<file path="config.mk">
export PLATFORM = sky130hd
export DESIGN_NAME = gr_col_scheduler
export DESIGN_NICKNAME = d
export VERILOG_FILES = /design/src/rtl/gr_col_scheduler.sv
export SDC_FILE = /design/constraint.sdc
export NUM_CORES = 1
export LEC_CHECK = 0
export ABC_CLOCK_PERIOD_IN_PS = 3550
export BUFFER_PORTS_ARGS = -buffer_cell sky130_fd_sc_hd__buf_2
export CAP_MARGIN = 20
export CORE_UTILIZATION = 40
export CTS_BUF_LIST = sky130_fd_sc_hd__clkbuf_4 sky130_fd_sc_hd__clkbuf_8
export DETAILED_ROUTE_END_ITERATION = 6
export GPL_TIMING_DRIVEN = 0
export PLACE_DENSITY_LB_ADDON = 0.25
export SETUP_SLACK_MARGIN = 0.5
export SLEW_MARGIN = 20
export SYNTH_ARGS = -nofsm -noshare
export SYNTH_HDL_FRONTEND = slang
export SYNTH_SLANG_ARGS = --single-unit
</file>
<file path="constraint.sdc">
create_clock -name i_clk -period 3.55 [get_ports i_clk]
set_input_delay 0.5325 -clock i_clk [delete_from_list [all_inputs] [get_ports i_clk]]
set_output_delay 0.5325 -clock i_clk [all_outputs]
set_load 0.05 [all_outputs]
</file>
<file path="src/rtl/gr_col_scheduler.sv">
// Double-buffered frame store and column-burst issue sequencer feeding the GR QR array.
// Optional statistics (o_frame_cnt, o_stall_cnt) are built when GR_SCHED_STAT_EN is defined.
module gr_col_scheduler #(
    parameter int INOUT_WIDTH = 16,
    parameter int N_ROW       = 4,
    parameter int N_COL       = 5,
    parameter int GAP_CYC     = 10
) (
    input  logic                       i_clk,
    input  logic                       i_rst,
    input  logic                       i_in_valid,
    input  logic [2*INOUT_WIDTH-1:0]   i_in_data,
    output logic                       o_in_ready,
    output logic                       o_gr_valid,
    output logic [2*INOUT_WIDTH-1:0]   o_gr_data,
    output logic                       o_gr_first,
    output logic                       o_gr_last,
    output logic [$clog2(N_COL)-1:0]   o_col_idx,
`ifdef GR_SCHED_STAT_EN
    output logic [15:0]                o_frame_cnt,
    output logic [15:0]                o_stall_cnt,
`endif
    output logic                       o_frame_done
);

    localparam int DW    = 2 * INOUT_WIDTH;
    localparam int DEPTH = N_ROW * N_COL;
    localparam int AW    = $clog2(DEPTH);
    localparam int RW    = (N_ROW > 1) ? $clog2(N_ROW) : 1;
    localparam int CW    = $clog2(N_COL);
    localparam int GW    = (GAP_CYC > 1) ? $clog2(GAP_CYC) : 1;

    localparam logic [AW-1:0] LAST_ADDR = AW'(DEPTH - 1);
    localparam logic [RW-1:0] LAST_ROW  = RW'(N_ROW - 1);
    localparam logic [CW-1:0] LAST_COL  = CW'(N_COL - 1);
    localparam logic [GW-1:0] LAST_GAP  = GW'(GAP_CYC - 1);

    typedef enum logic [1:0] {
        S_IDLE  = 2'd0,
        S_ISSUE = 2'd1,
        S_GAP   = 2'd2,
        S_DONE  = 2'd3
    } state_t;

    state_t          st_r, st_nxt_s;
    logic [RW-1:0]   row_r, row_nxt_s;
    logic [CW-1:0]   col_r, col_nxt_s;
    logic [GW-1:0]   gap_r, gap_nxt_s;
    logic            wr_bank_r, rd_bank_r;
    logic [AW-1:0]   wr_cnt_r;
    logic [1:0]      full_r, full_nxt_s;
    logic            wr_fire_s, wr_fill_s, rd_clear_s;
    logic [AW-1:0]   rd_addr_s;
    logic [DW-1:0]   mem_r [2][DEPTH];

    assign o_in_ready = !full_r[wr_bank_r];
    assign wr_fire_s  = i_in_valid && o_in_ready;
    assign wr_fill_s  = wr_fire_s && (wr_cnt_r == LAST_ADDR);
    assign rd_clear_s = (st_r == S_DONE);
    assign rd_addr_s  = AW'((32'(col_nxt_s) * 32'(N_ROW)) + 32'(row_nxt_s));

    // Sample storage: written only while the target bank is not full, so no reset needed
    always_ff @(posedge i_clk) begin
        if (wr_fire_s) begin
            mem_r[wr_bank_r][wr_cnt_r] <= i_in_data;
        end
    end

    // Per-bank full flags: fill and drain can hit different banks in the same cycle
    always_comb begin
        full_nxt_s = full_r;
        for (int b = 0; b < 2; b++) begin
            if (wr_fill_s && (wr_bank_r == 1'(b))) begin
                full_nxt_s[b] = 1'b1;
            end else if (rd_clear_s && (rd_bank_r == 1'(b))) begin
                full_nxt_s[b] = 1'b0;
            end else begin
                full_nxt_s[b] = full_r[b];
            end
        end
    end

    // Write pointer, bank selects and full flags
    always_ff @(posedge i_clk or posedge i_rst) begin
        if (i_rst) begin
            wr_cnt_r  <= {AW{1'b0}};
            wr_bank_r <= 1'b0;
            rd_bank_r <= 1'b0;
            full_r    <= 2'b00;
        end else begin
            full_r <= full_nxt_s;
            if (wr_fill_s) begin
                wr_cnt_r  <= {AW{1'b0}};
                wr_bank_r <= ~wr_bank_r;
            end else if (wr_fire_s) begin
                wr_cnt_r  <= wr_cnt_r + {{(AW-1){1'b0}}, 1'b1};
            end else begin
                wr_cnt_r  <= wr_cnt_r;
            end
            if (rd_clear_s) begin
                rd_bank_r <= ~rd_bank_r;
            end else begin
                rd_bank_r <= rd_bank_r;
            end
        end
    end

    // Read-side next state and issue position
    always_comb begin
        st_nxt_s  = st_r;
        row_nxt_s = row_r;
        col_nxt_s = col_r;
        gap_nxt_s = gap_r;
        case (st_r)
            S_IDLE: begin
                if (full_r[rd_bank_r]) begin
                    st_nxt_s  = S_ISSUE;
                    row_nxt_s = {RW{1'b0}};
                    col_nxt_s = {CW{1'b0}};
                end else begin
                    st_nxt_s  = S_IDLE;
                end
            end
            S_ISSUE: begin
                if (row_r == LAST_ROW) begin
                    if (col_r == LAST_COL) begin
                        st_nxt_s  = S_DONE;
                    end else begin
                        st_nxt_s  = S_GAP;
                        gap_nxt_s = {GW{1'b0}};
                    end
                end else begin
                    row_nxt_s = row_r + {{(RW-1){1'b0}}, 1'b1};
                end
            end
            S_GAP: begin
                if (gap_r == LAST_GAP) begin
                    st_nxt_s  = S_ISSUE;
                    row_nxt_s = {RW{1'b0}};
                    col_nxt_s = col_r + {{(CW-1){1'b0}}, 1'b1};
                end else begin
                    gap_nxt_s = gap_r + {{(GW-1){1'b0}}, 1'b1};
                end
            end
            S_DONE: begin
                st_nxt_s = S_IDLE;
            end
            default: begin
                st_nxt_s = S_IDLE;
            end
        endcase
    end

    // State register; it always describes what the output registers currently show
    always_ff @(posedge i_clk or posedge i_rst) begin
        if (i_rst) begin
            st_r  <= S_IDLE;
            row_r <= {RW{1'b0}};
            col_r <= {CW{1'b0}};
            gap_r <= {GW{1'b0}};
        end else begin
            st_r  <= st_nxt_s;
            row_r <= row_nxt_s;
            col_r <= col_nxt_s;
            gap_r <= gap_nxt_s;
        end
    end

    // Issue registers load from the upcoming position so the first sample follows IDLE directly
    always_ff @(posedge i_clk or posedge i_rst) begin
        if (i_rst) begin
            o_gr_valid   <= 1'b0;
            o_gr_data    <= {DW{1'b0}};
            o_gr_first   <= 1'b0;
            o_gr_last    <= 1'b0;
            o_col_idx    <= {CW{1'b0}};
            o_frame_done <= 1'b0;
        end else begin
            o_gr_valid   <= (st_nxt_s == S_ISSUE);
            o_frame_done <= (st_nxt_s == S_DONE);
            if (st_nxt_s == S_ISSUE) begin
                o_gr_data  <= mem_r[rd_bank_r][rd_addr_s];
                o_gr_first <= (row_nxt_s == {RW{1'b0}});
                o_gr_last  <= (row_nxt_s == LAST_ROW);
                o_col_idx  <= col_nxt_s;
            end else begin
                o_gr_data  <= o_gr_data;
                o_gr_first <= o_gr_first;
                o_gr_last  <= o_gr_last;
                o_col_idx  <= o_col_idx;
            end
        end
    end

`ifdef GR_SCHED_STAT_EN
    logic [15:0] frame_cnt_r, stall_cnt_r;

    assign o_frame_cnt = frame_cnt_r;
    assign o_stall_cnt = stall_cnt_r;

    // Frame counter wraps; stall counter saturates
    always_ff @(posedge i_clk or posedge i_rst) begin
        if (i_rst) begin
            frame_cnt_r <= 16'd0;
            stall_cnt_r <= 16'd0;
        end else begin
            if (o_frame_done) begin
                frame_cnt_r <= frame_cnt_r + 16'd1;
            end else begin
                frame_cnt_r <= frame_cnt_r;
            end
            if (i_in_valid && !o_in_ready && (stall_cnt_r != 16'hFFFF)) begin
                stall_cnt_r <= stall_cnt_r + 16'd1;
            end else begin
                stall_cnt_r <= stall_cnt_r;
            end
        end
    end
`endif

endmodule

</file>
==> out/qor.yml <==
timing:
  rsz0062_at_grt: "yes"
  fmax_mhz: 325
  tightest_slew_ps: 1170
  setup_viol: 0
  hold_slack_ps: 151
  fin_crit_ps: 3070
  fin_crit_sh_pct: 86.6
  fin_skew_ps: 48.3
  timing.max_slew.rel_slack_pct: 22.2
  hold_viol_final: 0
  fin_tns_setup_ps: 0
  finalMaxSlewViolations: 0
layout:
  final_area_um2: 61800
  multi_input_area_um2: 11300
  syn2layout_area_growth_pct: 20.3
  fill_cells: 10300
  drive_above_1_share_pct: 36.6
  final_cell_mix: "edfxtp_1, mux4_2, clkbuf_8, nand2_1, clkbuf_4"
  nets: 2925
  regArea_um2: 39900
  layout_commonest_cell: "edfxtp_1"
worst_setup_path:
  required_ps: 4310
  setup.worst_path.class: "reg2reg"
  startpoint_type: "flop"
  critPathMaxStageDelay_ps: 380
  crit_slowest_cell: "mux2_4"
  crit_chain: "buf_6, mux2_4, a22oi_4, buf_4, and2_1, buf_6, inv_4, nand2_8, nor3_4, buf_12, buf_4, a22o_1, nor2_4, o2111ai_1"
  r2r-start: "rd_bank_r"
  cp_max_fo: 10
  cp-end-kind: "flop"
  critPathLaunch: "rd_bank_r"
  worstPathArrival_ps: 3830
synth:
  synth_seq_area_share_pct: 77.7
  synth_area_leaders: "edfxtp_1, mux4_2, dfrtp_1"
  synth_edf_count: 1280
  synth.area.mux_share_pct: 13.3
  synth_top_family_by_area: "multiplexers"
  synth.distinct_cells: 69
  synth_compound_area_share_pct: 3.85
  yosysTopAreaCellShare_pct: 74.9
  syn_avg_cell_area_um2: 21.1
  yosys_register_bits: 1339
  synthesis.area_um2: 51300
  synth_xor_area_share_pct: 0.0853
  syn-num-nets: 2474
  synthAdderAreaFrac_pct: 0.195
  synth_largest_area_cell: "edfxtp_1"
  synthCells: 2431
  synth_top_flop_cell: "edfxtp_1"
  ys_warn_count: 0
  synth-simple-area-share_pct: 3.33
  async_flop_share_pct: 4.41
routing:
  drt-wirelength-per-cell_um: 31.7
  dr.pass1.iters: 6
  routed-via-count: 27700
  wl_um: 150000
  vias_per_cell: 5.85
  drc: 0
  drtIter0Drc: 3569
  drt.antenna.violating_nets: 0
place:
  hpwl_um: 97900
  port_buffers: 74
  routabilityCongestion: 0.844
  place_area_um2: 55900
power_and_ir_drop:
  finalPower_w: 0.0311
  power_density_nw_per_um2: 504
  vdd_drop_max_mv: 0.265
  power.leakage_nw: 20.4
global_routing:
  grt_start_max_net_pins: 41
  grt_first_pass_wirelength_um: 211000
  gr-total-overflow: 0
  antenna_found_initial: 3
  grt_pass1_vias: 28300
  grt_usage_pct: 23.2
job:
  drv_cap: 0
floorplan:
  row_count: 131
  die_area_um2: 130000
  core_area_um2: 128000
  start_util_pct: 40.3
  die_w_um: 360
  fp.dieH_um: 360
  ios: 75
cts:
  cts_buffer_depth: 3
  cts_buffers: 212
  cts_tree: "yes"
  h-tree-depth: 4
  clk_pin_slew_ps: 70
  clock_latency_ps: 940
  cts-root-buf: "clkbuf_8"
  cts_sinks: 1339
hold_path:
  hold_class: "in2async"
run_status:
  status: "finished, final reports clean"
[per-layer routing]
metal	GRT usage, %	vias to the layer above	part of all wire, %
li1	-	11100	-
met1	31.4	14800	40
met2	36.9	1481	48
met3	4.68	293	8.4
met4	9.04	0	3.6
met5	0	-	0
[worst max-delay path, delay by kind of cell (launching register included)]
family | cells | cell delay (ps)
flops | 1 | 370
buf+inv | 6 | 940
simple gates | 4 | 500
mux | 1 | 380
compound gates | 3 | 680
[cells by family (layout without fill, tap and decap cells)]
family / after synthesis / count (layout)
flops: 1339 / 1339
simple gates: 355 / 356
mux: 326 / 326
compound gates: 259 / 259
buf+inv: 139 / 772
fa+ha+maj: 8 / 8
xor+xnor: 5 / 5
other cells: 0 / 1
[report_power, final]
group | switching, W | internal [W]
clock | 0.00618 | 0.00737
sequential | 0 | 0.0173
combinational | 0.000251 | 0.0000183
total | 0.00643 | 0.0247
[Yosys cell counts, types with 3 or more instances]
cell type / instances
a21oi_1: 49
a22o_1: 45
a22oi_1: 41
a311oi_1: 4
a31oi_1: 20
a32oi_1: 23
and2_1: 5
and3_1: 5
buf_1: 4
buf_2: 43
buf_4: 33
buf_6: 10
clkbuf_1: 35
dfrtp_1: 59
edfxtp_1: 1280
ha_1: 8
inv_1: 8
inv_2: 3
inv_4: 3
mux2i_1: 40
mux4_2: 282
nand2_1: 162
nand2b_1: 5
nand3_1: 37
nand3b_1: 3
nand4_1: 17
nor2_1: 74
nor2_2: 4
nor2b_1: 6
nor3_1: 10
nor3_2: 4
nor3_4: 4
nor3b_1: 3
nor4_2: 3
o2111ai_1: 14
o211ai_1: 4
o21ai_0: 17
o22a_1: 10
o22ai_1: 8
o41ai_2: 6
xnor2_1: 3
[final timing paths]
kind | endpoint | slack, ps | cells after the start
worst min-delay path | o_gr_data[24] | 150 | 3
worst max-delay path | o_gr_data[12] | 480 | 14
worst max register to register | o_gr_data[12] | 480 | 14
max in group asynchronous | wr_bank_r | 2730 | 4
min in group i_clk | mem_r[1][55] | 180 | 1
worst min register to register | o_col_idx[2] | 490 | 1
[per-stage QoR]
step | worst slack, ps | utilization (%) | std cells
6_report | 476 | 48.4 | 4728
5_1_grt | 417 | 48.4 | 4728
4_1_cts | 419 | 48.2 | 4706
3_5_place_dp | -255 | 43.8 | 4246
3_3_place_gp | -2080 | 42.3 | 4167
2_1_floorplan | 386 | - | 2431
[cell type report]
type | count | area share (%)
Multi-Input combinational cell | 954 | 18.4
Antenna cell | 1 | 0.00405
Sequential cell | 1339 | 64.6
Tap cell | 1662 | 3.37
Inverter | 14 | 0.118
Buffer | 125 | 1.63
Clock buffer | 317 | 6.17
Clock inverter | 80 | 1.01
Timing Repair Buffer | 236 | 4.69
[state kept, by name, summed over array words and instances, names as in the netlist]
name and count:
o_gr_last 1, st_r 2, row_r 2, o_gr_valid 1, col_r 3, mem_r 1280
o_frame_done 1, rd_bank_r 1, o_gr_first 1, full_r 2, o_gr_data 32, wr_bank_r 1
wr_cnt_r 5, o_col_idx 3, gap_r 4
[timing repair]
action,in CTS,in global routing
endpoints found under the hold margin,60,0
pin swaps,37,21
setup endpoints to repair,616,184
cloned,1,0
buffers inserted,60,21
gates resized for setup,135,46
hold buffers,2,0
Note: power is estimated with default switching activity, not from simulation.
